==> src/rtl/pwm_multi_ch.sv <==
// pwm_multi_ch
//   Multi-channel PWM generator for the motor drive path. One prescaler
//   divides clk into ticks. One period counter is shared by all channels and
//   runs 0..period on ticks. Each channel has a shadow duty/direction that the
//   write port updates at any time. The shadow is copied into the active
//   registers only at a period wrap, so the outputs never glitch mid-period.
//   A direction reversal holds spd low for DEADTIME whole periods. After that
//   the new direction and duty appear together.
//
//   Build option: define PWM_RAMP_EN to slew the active duty toward the
//   shadow by at most RAMP_STEP per period. When PWM_RAMP_EN is not defined,
//   the shadow duty loads directly.
//
// Parameters
//   CHANNELS   number of PWM channels (1..16)
//   WIDTH      width of period counter and duty values
//   PRESC_W    prescaler width
//   DEADTIME   whole PWM periods of forced-low spd on a direction change
//   RAMP_STEP  max duty change per period (PWM_RAMP_EN builds only)
//
// Ports
//   clk           system clock
//   rst           asynchronous reset, active-high
//   prescale      tick every prescale+1 clk cycles
//   period        counter runs 0..period (period+1 ticks per PWM period)
//   wr_en         write strobe, always accepted
//   wr_ch         target channel; values >= CHANNELS are ignored
//   wr_duty       duty in ticks
//   wr_dir        direction
//   spd           PWM outputs, registered
//   dir           direction outputs, registered
//   period_start  one-clk pulse following each period wrap

module pwm_multi_ch #(
  parameter int  CHANNELS  = 4,
  parameter int  WIDTH     = 8,
  parameter int  PRESC_W   = 16,
  parameter int  DEADTIME  = 2,
  parameter int  RAMP_STEP = 4,
  localparam int CH_W      = (CHANNELS > 1) ? $clog2(CHANNELS) : 1
) (
  input  logic                clk,
  input  logic                rst,
  input  logic [PRESC_W-1:0]  prescale,
  input  logic [WIDTH-1:0]    period,
  input  logic                wr_en,
  input  logic [CH_W-1:0]     wr_ch,
  input  logic [WIDTH-1:0]    wr_duty,
  input  logic                wr_dir,
  output logic [CHANNELS-1:0] spd,
  output logic [CHANNELS-1:0] dir,
  output logic                period_start
);

  // The dead counter holds DEADTIME-1 down to 0, so it needs clog2(DEADTIME)
  // bits. One bit is kept as a floor so that DEADTIME of 0 or 1 still builds.
  localparam int              DC_W      = (DEADTIME > 1) ? $clog2(DEADTIME) : 1;
  localparam logic [DC_W-1:0] DEAD_INIT = (DEADTIME > 0) ? DC_W'(DEADTIME - 1) : '0;

  // The ramp increment is clamped to the duty range. A step as large as the
  // whole range always lands exactly on the target.
  localparam int             STEP_SAT = (RAMP_STEP > (2 ** WIDTH)) ? (2 ** WIDTH) : RAMP_STEP;
  localparam logic [WIDTH:0] RAMP_INC = (WIDTH + 1)'(STEP_SAT);

  typedef enum logic {
    ST_RUN  = 1'b0,
    ST_DEAD = 1'b1
  } ch_state_t;

  logic [PRESC_W-1:0] pcnt;
  logic [WIDTH-1:0]   cnt;
  logic               tick;
  logic               wrap;

  logic [WIDTH-1:0]    shadow_duty [CHANNELS];
  logic [CHANNELS-1:0] shadow_dir;
  logic [WIDTH-1:0]    active_duty [CHANNELS];
  logic [CHANNELS-1:0] active_dir;
  ch_state_t           state       [CHANNELS];
  logic [DC_W-1:0]     dead_cnt    [CHANNELS];

  // run_load: next active duty when a channel stays in RUN.
  // fresh_load: next active duty when a channel starts from zero (leaving
  // DEAD, or an immediate reversal with DEADTIME = 0).
  logic [WIDTH-1:0] run_load   [CHANNELS];
  logic [WIDTH-1:0] fresh_load [CHANNELS];

  // Move cur toward tgt by at most RAMP_INC, without overshoot.
  function automatic logic [WIDTH-1:0] ramp_toward(input logic [WIDTH-1:0] cur,
                                                   input logic [WIDTH-1:0] tgt);
    logic [WIDTH:0] gap;
    if (tgt >= cur) begin
      gap = {1'b0, tgt - cur};
      if (gap > RAMP_INC) ramp_toward = cur + RAMP_INC[WIDTH-1:0];
      else                ramp_toward = tgt;
    end else begin
      gap = {1'b0, cur - tgt};
      if (gap > RAMP_INC) ramp_toward = cur - RAMP_INC[WIDTH-1:0];
      else                ramp_toward = tgt;
    end
  endfunction

  // ---------------------------------------------------------------------
  // Prescaler and period counter. The >= compares make a live decrease of
  // prescale or period take effect on the next clk instead of waiting for
  // the counters to roll over.
  // ---------------------------------------------------------------------
  assign tick = (pcnt >= prescale);
  assign wrap = tick && (cnt >= period);

  always_ff @(posedge clk or posedge rst) begin
    if (rst) begin
      pcnt <= '0;
      cnt  <= '0;
    end else begin
      if (tick) pcnt <= '0;
      else      pcnt <= pcnt + PRESC_W'(1);

      if (wrap)      cnt <= '0;
      else if (tick) cnt <= cnt + WIDTH'(1);
    end
  end

  // ---------------------------------------------------------------------
  // Shadow registers. A decode of wr_ch against every valid index silently
  // drops writes to channel numbers that do not exist.
  // ---------------------------------------------------------------------
  always_ff @(posedge clk or posedge rst) begin
    if (rst) begin
      for (int i = 0; i < CHANNELS; i++) begin
        shadow_duty[i] <= '0;
      end
      shadow_dir <= '0;
    end else if (wr_en) begin
      for (int i = 0; i < CHANNELS; i++) begin
        if (wr_ch == CH_W'(i)) begin
          shadow_duty[i] <= wr_duty;
          shadow_dir[i]  <= wr_dir;
        end
      end
    end
  end

  always_comb begin
    for (int i = 0; i < CHANNELS; i++) begin
      run_load[i]   = shadow_duty[i];
      fresh_load[i] = shadow_duty[i];
`ifdef PWM_RAMP_EN
      run_load[i]   = ramp_toward(active_duty[i], shadow_duty[i]);
      fresh_load[i] = ramp_toward('0, shadow_duty[i]);
`endif
    end
  end

  // ---------------------------------------------------------------------
  // Per-channel period-boundary FSM. It acts only on wrap, and it reads the
  // pre-edge shadow values. A write in the wrap cycle therefore waits for the
  // next wrap.
  //
  //   state   | meaning
  //   --------+------------------------------------------------------------
  //   ST_RUN  | spd follows cnt < active_duty; shadow loads on each wrap
  //   ST_DEAD | direction reversal pending; spd forced low, active_duty = 0,
  //           | dead_cnt counts the remaining whole periods
  // ---------------------------------------------------------------------
  always_ff @(posedge clk or posedge rst) begin
    if (rst) begin
      for (int i = 0; i < CHANNELS; i++) begin
        state[i]       <= ST_RUN;
        active_duty[i] <= '0;
        dead_cnt[i]    <= '0;
      end
      active_dir <= '0;
    end else if (wrap) begin
      for (int i = 0; i < CHANNELS; i++) begin
        case (state[i])
          ST_RUN: begin
            if (shadow_dir[i] == active_dir[i]) begin
              active_duty[i] <= run_load[i];
            end else if (DEADTIME > 0) begin
              // The dir output keeps the old direction during the dead time.
              state[i]       <= ST_DEAD;
              dead_cnt[i]    <= DEAD_INIT;
              active_duty[i] <= '0;
            end else begin
              active_duty[i] <= fresh_load[i];
              active_dir[i]  <= shadow_dir[i];
            end
          end
          ST_DEAD: begin
            if (dead_cnt[i] != '0) begin
              dead_cnt[i] <= dead_cnt[i] - DC_W'(1);
            end else begin
              state[i]       <= ST_RUN;
              active_duty[i] <= fresh_load[i];
              active_dir[i]  <= shadow_dir[i];
            end
          end
          default: begin
            state[i]       <= ST_RUN;
            active_duty[i] <= '0;
          end
        endcase
      end
    end
  end

  // ---------------------------------------------------------------------
  // Registered outputs, each one clk behind its cnt/state decision.
  // A duty of 0 never fires. A duty above period always fires, because cnt
  // never reaches it.
  // ---------------------------------------------------------------------
  always_ff @(posedge clk or posedge rst) begin
    if (rst) begin
      spd          <= '0;
      dir          <= '0;
      period_start <= 1'b0;
    end else begin
      period_start <= wrap;
      dir          <= active_dir;
      for (int i = 0; i < CHANNELS; i++) begin
        spd[i] <= (state[i] == ST_RUN) && (cnt < active_duty[i]);
      end
    end
  end

endmodule
==> config.mk <==
export PLATFORM = sky130hd
export DESIGN_NAME = pwm_multi_ch
export DESIGN_NICKNAME = d
export VERILOG_FILES = /design/src/rtl/pwm_multi_ch.sv
export SDC_FILE = /design/constraint.sdc
export NUM_CORES = 1
export LEC_CHECK = 0
export CAP_MARGIN = 0
export CORE_ASPECT_RATIO = 0.7
export CORE_MARGIN = 3
export CORE_UTILIZATION = 50
export CTS_BUF_LIST = sky130_fd_sc_hd__clkbuf_8
export CTS_CLUSTER_DIAMETER = 150
export CTS_CLUSTER_SIZE = 40
export DETAILED_ROUTE_END_ITERATION = 12
export GPL_TIMING_DRIVEN = 0
export PLACE_DENSITY_LB_ADDON = 0.1
export SYNTH_ARGS = -nofsm -noshare
export SYNTH_HDL_FRONTEND = slang
export SYNTH_SLANG_ARGS = --single-unit
==> constraint.sdc <==
create_clock -name clk -period 4.3 [get_ports clk]
set_input_delay 0.43 -clock clk [delete_from_list [all_inputs] [get_ports clk]]
set_output_delay 0.43 -clock clk [all_outputs]
set_load 0.005 [all_outputs]
After elaboration in Yosys (flattened, before gate mapping)
Index checks and enable logic that the tools add are counted.
W data, S select, Z words.

operators by class
  add/subtract/negate cells = 6
  magnitude comparators = 6
  equality and inequality tests = 15
  multiplexer cells = 47
  bitwise gates (word level) = 4
  reduce and logical (&&, ||, !) cells = 23

operators by type and width
  cell                     count
  $mux W8                  10
  $pmux W8 S2              4
  $lt A8 B8 Y1             4
  $mux W1                  24
  $reduce_and A2 Y1        12
  $add A16 B1 Y16 const B  1
  $ge A16 B16 Y1           1
  $mux W16                 1
  $ne A2 B2 Y1 const B     8
  $pmux W1 S2              8
  $reduce_and A3 Y1        4
  $add A8 B1 Y8 const B    1
  $ge A8 B8 Y1             1
  $logic_and A1 B1 Y1      5
  $eq A1 B1 Y1             4
  $eq A2 B2 Y1 const B     2
  $not A1 Y1               4
  $sub A1 B1 Y1 const B    4
  $eq A2 B1 Y1 const B     1
  $logic_not A2 Y1         1
  $reduce_bool A2 Y1       1

storage, ports and cells
  bits in registers = 113

Longest topological paths before layout
  word-level depth = 3
  mapped depth = 10
  gate-level depth less buffers = 8

Worst setup path after synthesis
No wires, ideal clock.

  kind = flip-flop to flip-flop
  start = register cnt[0]
  end = register active_dir[2]
  library setup time = 0.125 ns
  data arrival time = 1.984 ns
  data required time = 4.175 ns
  slack = 2.191 ns
  cell stages (with the launch flop) = 9
  buffers on the path = 1
  period minus slack after synthesis = 2.109 ns
  cells stage by stage = dfrtp_1 inv_1 ha_1 nand2b_4 a2111oi_4 o311ai_4 buf_6 and3_1 mux2_4

on the way
  longest elaborated chain between the ends = 3

ends and longest elaborated chain
  element                          RTL line  text
  from (decl)                      71        logic [WIDTH-1:0] cnt;
  from (signal assigned)           120       else if (tick) cnt <= cnt + WIDTH'(1);
  $ge A8 B8 Y1                     109       assign wrap = tick && (cnt >= period);
  $logic_and A1 B1 Y1              109
  $reduce_and A3 Y1 (no line)      -
  to (signal, indexed assignment)  187       active_dir[i] <= shadow_dir[i];
  to (signal, indexed assignment)  196       active_dir[i] <= shadow_dir[i];
  to (decl)                        78        logic [CHANNELS-1:0] active_dir;

Every way passes these cells.
A chain may end at the register's enable or synchronous reset.

Worst setup path after layout
  start = register cnt[0]
  end = register state[3] in the netlist's numbering

on the way
  longest elaborated chain between the ends = 2

ends and longest elaborated chain
  element                          RTL line  text
  $ge A8 B8 Y1                     109
  $logic_and A1 B1 Y1              109
  to (signal, indexed assignment)  169       state[i] <= ST_RUN;
  to (signal, indexed assignment)  182       state[i] <= ST_DEAD;
  to (signal, indexed assignment)  194       state[i] <= ST_RUN;
  to (decl)                        79        ch_state_t state [CHANNELS];

Every way passes these cells.

==> results.yml <==
outcome:
  outcome: "completed"
setup_path:
  cp.arrival_ps: 2900
  path_cells: "inv_1 -> ha_1 -> nand2b_4 -> a2111oi_4 -> o311ai_4 -> buf_6 -> buf_6 -> and3_1 -> o21a_1"
  worst-path-stages: 9
  critical_path.max_fanout: 10
  worst_ep_required_time_ps: 4620
  end_kind: "register"
  path_delay_family: "compound AO/OA/AOI/OAI gates"
  startpoint_type: "register"
  rrSetupSlack_ps: 1720
  r2r-end: "state[3]"
  cpMaxStageDelayCell: "dfrtp_1"
  r2r_start: "cnt[0]"
  cpMostUsedCell: "buf_6"
  max_stage_delay_ps: 650
  r2r_cells: 9
  path_buf_inv: 3
  crit_type: "register to register"
final_layout:
  fin_nets: 702
  fillerInstances: 917
  seqCellArea_sq_um: 2830
  antenna_cells: 0
  drive_gt1_share_pct: 15.1
  multi_input_area_sq_um: 2850
  area_delta_synth_final_pct: 18.2
  final_cell_area_sq_um: 7090
floorplanning:
  die_width_um: 137
  die_area_sq_um: 13400
  dieHeight_um: 97.7
  coreArea_sq_um: 11400
  start_util_pct: 52.8
  ios: 47
  fp-row-count: 32
sta:
  clock.fmax_mhz: 388
  fin_ws_ps: 1720
  hold_violations: 0
  slew_headroom_pct: 57.6
  min_period_ps: 2580
  setup_viol: 0
  drv_slew: 0
  rsz0062_at_grt: "no"
  setup_tns_ps: 0
  period_share_pct: 60.0
  tightest_slew_ps: 628
  fin_skew_ps: 13.3
  hold_slack_ps: 427
grt:
  antenna_found_initial: 0
  grt_max_degree: 64
  grt_pass1_vias: 4296
  grt_pass1_wl_um: 21900
  gr-usage-all-layers_pct: 21.1
  overflow: 0
hold_path:
  hp-class: "primary input to asynchronous set/reset pin"
synthesis:
  yosys.area.top_type_share_pct: 47.1
  synth_commonest_cells: "dfrtp_1, inv_1, ha_1"
  synth_cell_types: 47
  synthCells: 544
  ys_top_cells_by_area: "dfrtp_1, ha_1, mux2_2"
  synth_area_sq_um: 6000
  yosysMostFrequentCell: "dfrtp_1"
  synthArstFlopShare_pct: 100
  syn_area_per_cell_sq_um: 11.0
  yosys_warnings: 0
  synth_largest_area_cell: "dfrtp_1"
  ys_ff_latch: 113
  seq_area_frac_synth_pct: 47.1
  synth_nets: 636
  synth-edff-count: 0
  synthFlopType: "dfrtp_1"
clock_network:
  numCtsBuffers: 17
  cts_tree: "done"
  cts.htree.levels: 4
  cts_resized: 0
  postCtsSetupBuffers: 0
  cts_sinks: 113
  ctsHoldBuffers: 0
  cts.reportedPaths.clkPinSlew_ps: 80
  cts_root_buf: "clkbuf_8"
  clk_latency_ps: 440
  cts_buffer_depth: 2
drt:
  drc_errors: 0
  vias_per_cell: 5.39
  finalWirelength_um: 13100
  ant_nets: 0
  wire_per_inst_um: 16.9
  drt-initial-drc-count: 185
  dr.pass1.iters: 5
  vias: 4182
pwr:
  powerDensity_nw_per_um2: 566
  power.leakage_nw: 3.43
  total_power_mw: 4.01
  ir_drop_mv: 0.301
placement:
  dp_slack_ps: 1370
  hpwl_um: 9420
  placed_cell_area_sq_um: 6680
  portBuffers: 46
  gp_congestion: 0.813
flow_run:
  drv_cap: 0
-- per-layer routing --
layer  routed length, um  up-vias  global-route usage, %
met1                6830     2064                   32.3
li1                    -     2016                      -
met3                 525       15                   4.81
met2                5560       87                   29.5
met4                 164        0                   6.67
met5                   0        -                      0
-- worst max path at each step --
| stage | start | end | slack, ps |
|---|---|---|---|
| finish | cnt[0] | state[3] | 1720 |
| global route | cnt[0] | state[3] | 1620 |
| detailed placement | prescale[7] | active_duty[5] | 1370 |
| floorplan | rst | active_dir[0] | 880 |
| CTS | cnt[0] | active_dir[3] | 1740 |
| global placement | rst | active_duty[24] | -750 |
-- registers in the layout (all words and copies together), names as in the netlist --
signal / cells
fresh_load: 32
shadow_dir: 4
period_start: 1
dir: 4
active_dir: 4
cnt: 8
dead_cnt: 4
active_duty: 32
state: 4
spd: 4
pcnt: 16
-- cell families (layout without fill, tap and decap cells) --
logic type,count (synthesis),after routing,share of synthesized area [%]
muxes,72,72,13.0
and+or+nand+nor,144,144,12.3
adders and majority gates,54,54,11.3
buffers and inverters,76,155,5.38
xor gates and xnor gates,16,16,2.34
DFF,113,113,47.1
AOI/OAI and AO/OA,69,69,8.55
-- metrics by stage --
step                utilization, %  std cells
global route                  62.4        776
finish                        62.4        776
CTS                           62.4        776
global placement              58.5        743
floorplan                        -        544
detailed placement            58.8        744
-- placed cells by master (no fill, tap or decap), drive strengths merged, types with 2 or more instances in the layout --
master	Yosys	final
a2bb2oi	7	7
nor2	22	22
or4	4	4
o31ai	3	3
clkinv	0	4
and2	2	2
o21a	2	2
nand2	52	52
nand4	2	2
xor2	14	14
and3	17	17
nand2b	13	13
clkdlybuf4s50	0	46
clkbuf	2	20
a21o	9	9
clkinvlp	0	6
ha	54	54
dfrtp	113	113
inv	60	61
nand3b	3	3
o311ai	5	5
nor2b	6	6
buf	14	15
mux2i	32	32
nand3	10	10
nor4	5	5
nor3	2	2
bufinv	0	3
a21oi	10	10
mux2	40	40
or3	2	2
xnor2	2	2
o21ai	26	26
a211oi	5	5
-- report_power, final --
| group | internal [mW] | switching, mW |
|---|---|---|
| sequential | 1.42 | 0.280 |
| combinational | 0.640 | 0.635 |
| clock | 0.584 | 0.457 |
-- final cells by class --
cell class	instances	area share, %
multi-input combinational	355	40.2
sequential	113	39.9
timing repair buffer	47	6.88
clock buffer	18	3.49
inverter	60	3.21
tap	153	2.70
clock inverter	14	2.31
buffer	16	1.38
Power figures use the tool's default switching activity.
==> patch 1, RTL diff (config.mk and constraints unchanged) <==
`WIDTH`: 8 -> 6.
--- a/src/rtl/pwm_multi_ch.sv
+++ b/src/rtl/pwm_multi_ch.sv
@@ -34,5 +34,5 @@
 module pwm_multi_ch #(
   parameter int  CHANNELS  = 4,
-  parameter int  WIDTH     = 8,
+  parameter int  WIDTH     = 6,
   parameter int  PRESC_W   = 16,
   parameter int  DEADTIME  = 2,
Interface: changed (resized period and wr_duty); port bits go from 47 to 43. No check against the original RTL was run, so the function may have changed too.
==> patch 1 against the unedited design <==
Total power is 31% lower; wire length is 24% lower; synthesized area is 19% lower; non-clock buffer count is 14 lower; sequential cell count is 18 lower; worst setup slack worse by 100 ps; design area is 20% lower; die area is 18% lower; critical endpoint is now active_dir[3].
==> patch 1: results (changes against the unedited design) <==
[run_status]
outcome = complete, no violations  ; unchanged

[logic_synthesis]
synth-seq-area-share_pct = 48.62  ; was 47.12%
ys_top_cells_by_count = dfrtp_1 (95), ha_1 (44), inv_1 (44), mux2_2 (32), nor2_1 (32)  ; was dfrtp_1 (113), inv_1 (60), ha_1 (54), nand2_1 (52), mux2_2 (36)
synth_nets = 502  ; was 636
muxShareOfSynthArea_pct = 7.369  ; was 13.03%
yosys.area_share.adder_pct = 11.26  ; about the same
synth_compound_area_share_pct = 13.69  ; was 8.549%

[critical_path]
crit_arrival_ps = 2930  ; was 2900 ps
crit_path_end = active_dir[3]  ; was state[3]
crit_path_top_delay_cell = o31ai_1  ; was dfrtp_1

[global_route]
grt_max_degree = 56  ; was 64
grt_pass1_vias = 3184  ; was 4296
grt_pass1_wl_um = 16280  ; was 21870 um

[place]
port_buffers = 42  ; was 46
placed_cell_area_sq_um = 5495  ; was 6683 sq um
hpwl_um = 7542  ; was 9416 um
gp_congestion = 0.7909  ; was 0.8126

[power]
pg_clk_uw = 521  ; was 1.04 mW
clockPowerShare_pct = 18.8  ; was 26.0%
power_frac_seq_pct = 48.0  ; was 42.3%

[timing]
maxSlewHeadroom_pct = 62.58  ; was 57.57%

[clocking]
insertion_delay_ps = 370  ; was 440 ps
cts-buffers-inserted = 9  ; was 17

[routing]
wl_per_cell_um = 16.43  ; was 16.86 um

[cells_and_area]
final_cells = 607  ; was 776
nFillCells = 803  ; was 917

==> patch 1: cell types whose count changed in the layout (fill, tap and decap cells not counted), moves of 9 or more <==
cell / unedited run / this run
a22o_1: 0 / 23
clkbuf_8: 18 / 9
dfrtp_1: 113 / 95
ha_1: 54 / 44
inv_1: 59 / 44
mux2i_1: 32 / 0
nand2_1: 52 / 11
nand2b_1: 11 / 1
nor2_1: 22 / 32
o21ai_1: 15 / 0
==> patch 1: area by class of cell <==
class                      count  area (sq um)  area share [%]
clock inverter                 7         51.30          0.9047
sequential                    95          2377           41.92
tap                          124         155.1           2.736
multi-input combinational    279          2287           40.34
timing repair buffer          43         447.9           7.899
inverter                      44         167.7           2.957
clock buffer                   9         123.9           2.184
buffer                         6         60.06           1.059
==> patch 1: routing by layer <==
metal | vias to the layer above | part of all wire (%) | track usage (%)
met2 | 57 | 44 | 28.48
met5 | - | 0 | 0
met3 | 7 | 3.4 | 4.345
met4 | 0 | 0.73 | 5.368
met1 | 1602 | 52 | 30.05
li1 | 1608 | - | -
==> patch 2, RTL diff (config.mk and constraints unchanged) <==
Made on the original files. Reset style: synchronous (`rst`), changed in 4 clocked blocks. Comments in the files are not updated.
--- a/src/rtl/pwm_multi_ch.sv
+++ b/src/rtl/pwm_multi_ch.sv
@@ -109,5 +109,5 @@
   assign wrap = tick && (cnt >= period);
 
-  always_ff @(posedge clk or posedge rst) begin
+  always_ff @(posedge clk) begin
     if (rst) begin
       pcnt <= '0;
@@ -126,5 +126,5 @@
   // drops writes to channel numbers that do not exist.
   // ---------------------------------------------------------------------
-  always_ff @(posedge clk or posedge rst) begin
+  always_ff @(posedge clk) begin
     if (rst) begin
       for (int i = 0; i < CHANNELS; i++) begin
@@ -164,5 +164,5 @@
   //           | dead_cnt counts the remaining whole periods
   // ---------------------------------------------------------------------
-  always_ff @(posedge clk or posedge rst) begin
+  always_ff @(posedge clk) begin
     if (rst) begin
       for (int i = 0; i < CHANNELS; i++) begin
@@ -211,5 +211,5 @@
   // never reaches it.
   // ---------------------------------------------------------------------
-  always_ff @(posedge clk or posedge rst) begin
+  always_ff @(posedge clk) begin
     if (rst) begin
       spd          <= '0;
Behaviour: differs if rst is asserted again (counterexample within 4 cycles, from zero or initial values and one cycle with rst high); with rst held inactive, the same outputs for 4 cycles.
==> patch 2 against the unedited design <==
Design area is 0.55% lower; sequential cell count stayed put; synthesized area is 0.25% higher; critical endpoint is now active_duty[0][7]; non-clock buffer count is 8 lower; worst setup slack worse by 290 ps; wire length is 2.1% lower.
Power is not compared: it rests on default switching activity, and its combinational part moved more than twofold at a synthesized area within 25%.
==> patch 2: results (changes against the unedited design) <==
[routing]
met2WireLength_um = 5533  ; was 5561 um
drt-met1-wl_um = 6302  ; was 6828 um
met3_length_um = 830  ; was 525 um
first_iter_violations = 163  ; was 185
num_vias = 4140  ; was 4182

[run_status]
outcome = complete, no violations  ; unchanged

[logic_synthesis]
ys_top_cells_by_count = edfxtp_1 (72), inv_1 (66), and2_1 (65), ha_1 (54), nor2_1 (48)  ; was dfrtp_1 (113), inv_1 (60), ha_1 (54), nand2_1 (52), mux2_2 (36)
netlist_top_cells_area = edfxtp_1 (36%), dfxtp_1 (14%), ha_1 (11%)  ; was dfrtp_1 (47%), ha_1 (11%), mux2_2 (6.8%)
synth_edf_count = 72  ; was 0
synth.distinct_cells = 48  ; was 47
synthArstFlopShare_pct = 0  ; was 100.0%
synth_nets = 659  ; was 636
synth-seq-area-share_pct = 49.58  ; was 47.12%

[cells_and_area]
layout-drive-gt1-share_pct = 11.18  ; was 15.09%
nFillCells = 943  ; was 917
fin_nets = 723  ; was 702
final_cells = 797  ; was 776

[critical_path]
rr_endpoint = active_duty[0][7]  ; was state[3]
crit_arrival_ps = 2970  ; was 2900 ps
cp_slowest_stage_delay_ps = 460  ; was 650 ps
crit_type = in -> reg  ; was reg -> reg
rr_startpoint = pcnt[9]  ; was cnt[0]
worst-r2r-setup-slack_ps = 1540  ; was 1720 ps

[global_route]
grt_usage_pct = 20.59  ; was 21.12%

[timing]
maxSlewHeadroom_pct = 42.21  ; was 57.57%
clock_skew_ps = 14.53  ; was 13.33 ps

[place]
place_inst = 765  ; was 744

[min_path]
hp-class = reg -> reg  ; was in -> async

-- patch 2: final cells by class --
| class | count | area share, % |
|---|---|---|
| plain buffers | 10 | 0.9044 |
| clock buffers | 17 | 3.316 |
| clock inverters | 15 | 2.323 |
| inverters | 66 | 3.511 |
| multi-input cells | 378 | 38.57 |
| flip-flops and latches | 113 | 42.28 |
| well taps | 153 | 2.713 |
| repair buffers | 45 | 6.384 |
-- patch 2: metrics by stage --
stage | setup slack, ps | hold slack [ps] | area, sq um
3_3_place_gp | 1049 | 482.3 | 6658
4_1_cts | 1457 | 501.0 | 7056
3_5_place_dp | 1025 | 489.7 | 6658
5_1_grt | 1271 | 522.8 | 7056
2_1_floorplan | 1928 | 452.3 | 6016
6_report | 1427 | 497.9 | 7056
-- patch 2: power groups by stage --
stage | logic, mW | registers, mW | clock network (mW)
2_1_floorplan | 0.0929 | 1.23 | 0
3_3_place_gp | 0.159 | 1.25 | 0
3_5_place_dp | 0.166 | 1.25 | 0
4_1_cts | 0.168 | 1.22 | 1.02
5_1_grt | 0.189 | 1.23 | 1.07
6_report | 0.166 | 1.22 | 1.00
-- patch 2: logic make-up after synthesis --
family          synth area share, %
compound gates                9.838
xor+xnor                      2.621
fa+ha+maj                     11.23
buf+inv                       5.179
flops                         49.58
mux                           1.165
simple gates                  20.38
-- patch 2: metal layers --
| metal | global-route usage (%) | vias up |
|---|---|---|
| met1 | 28.96 | 1921 |
| met2 | 30.32 | 116 |
| li1 | - | 2091 |
| met5 | 0 | - |
| met4 | 7.362 | 0 |
| met3 | 6.025 | 12 |
-- patch 2: worst reg2reg max path: cells and delay by family, from the launching register on --
family                   cells  cell delay (ps)
AO/OA/AOI/OAI                3             1100
adder cells (fa/ha/maj)      1              310
buffers and inverters        1              220
flip-flops                   1              360
AND/OR/NAND/NOR              2              440
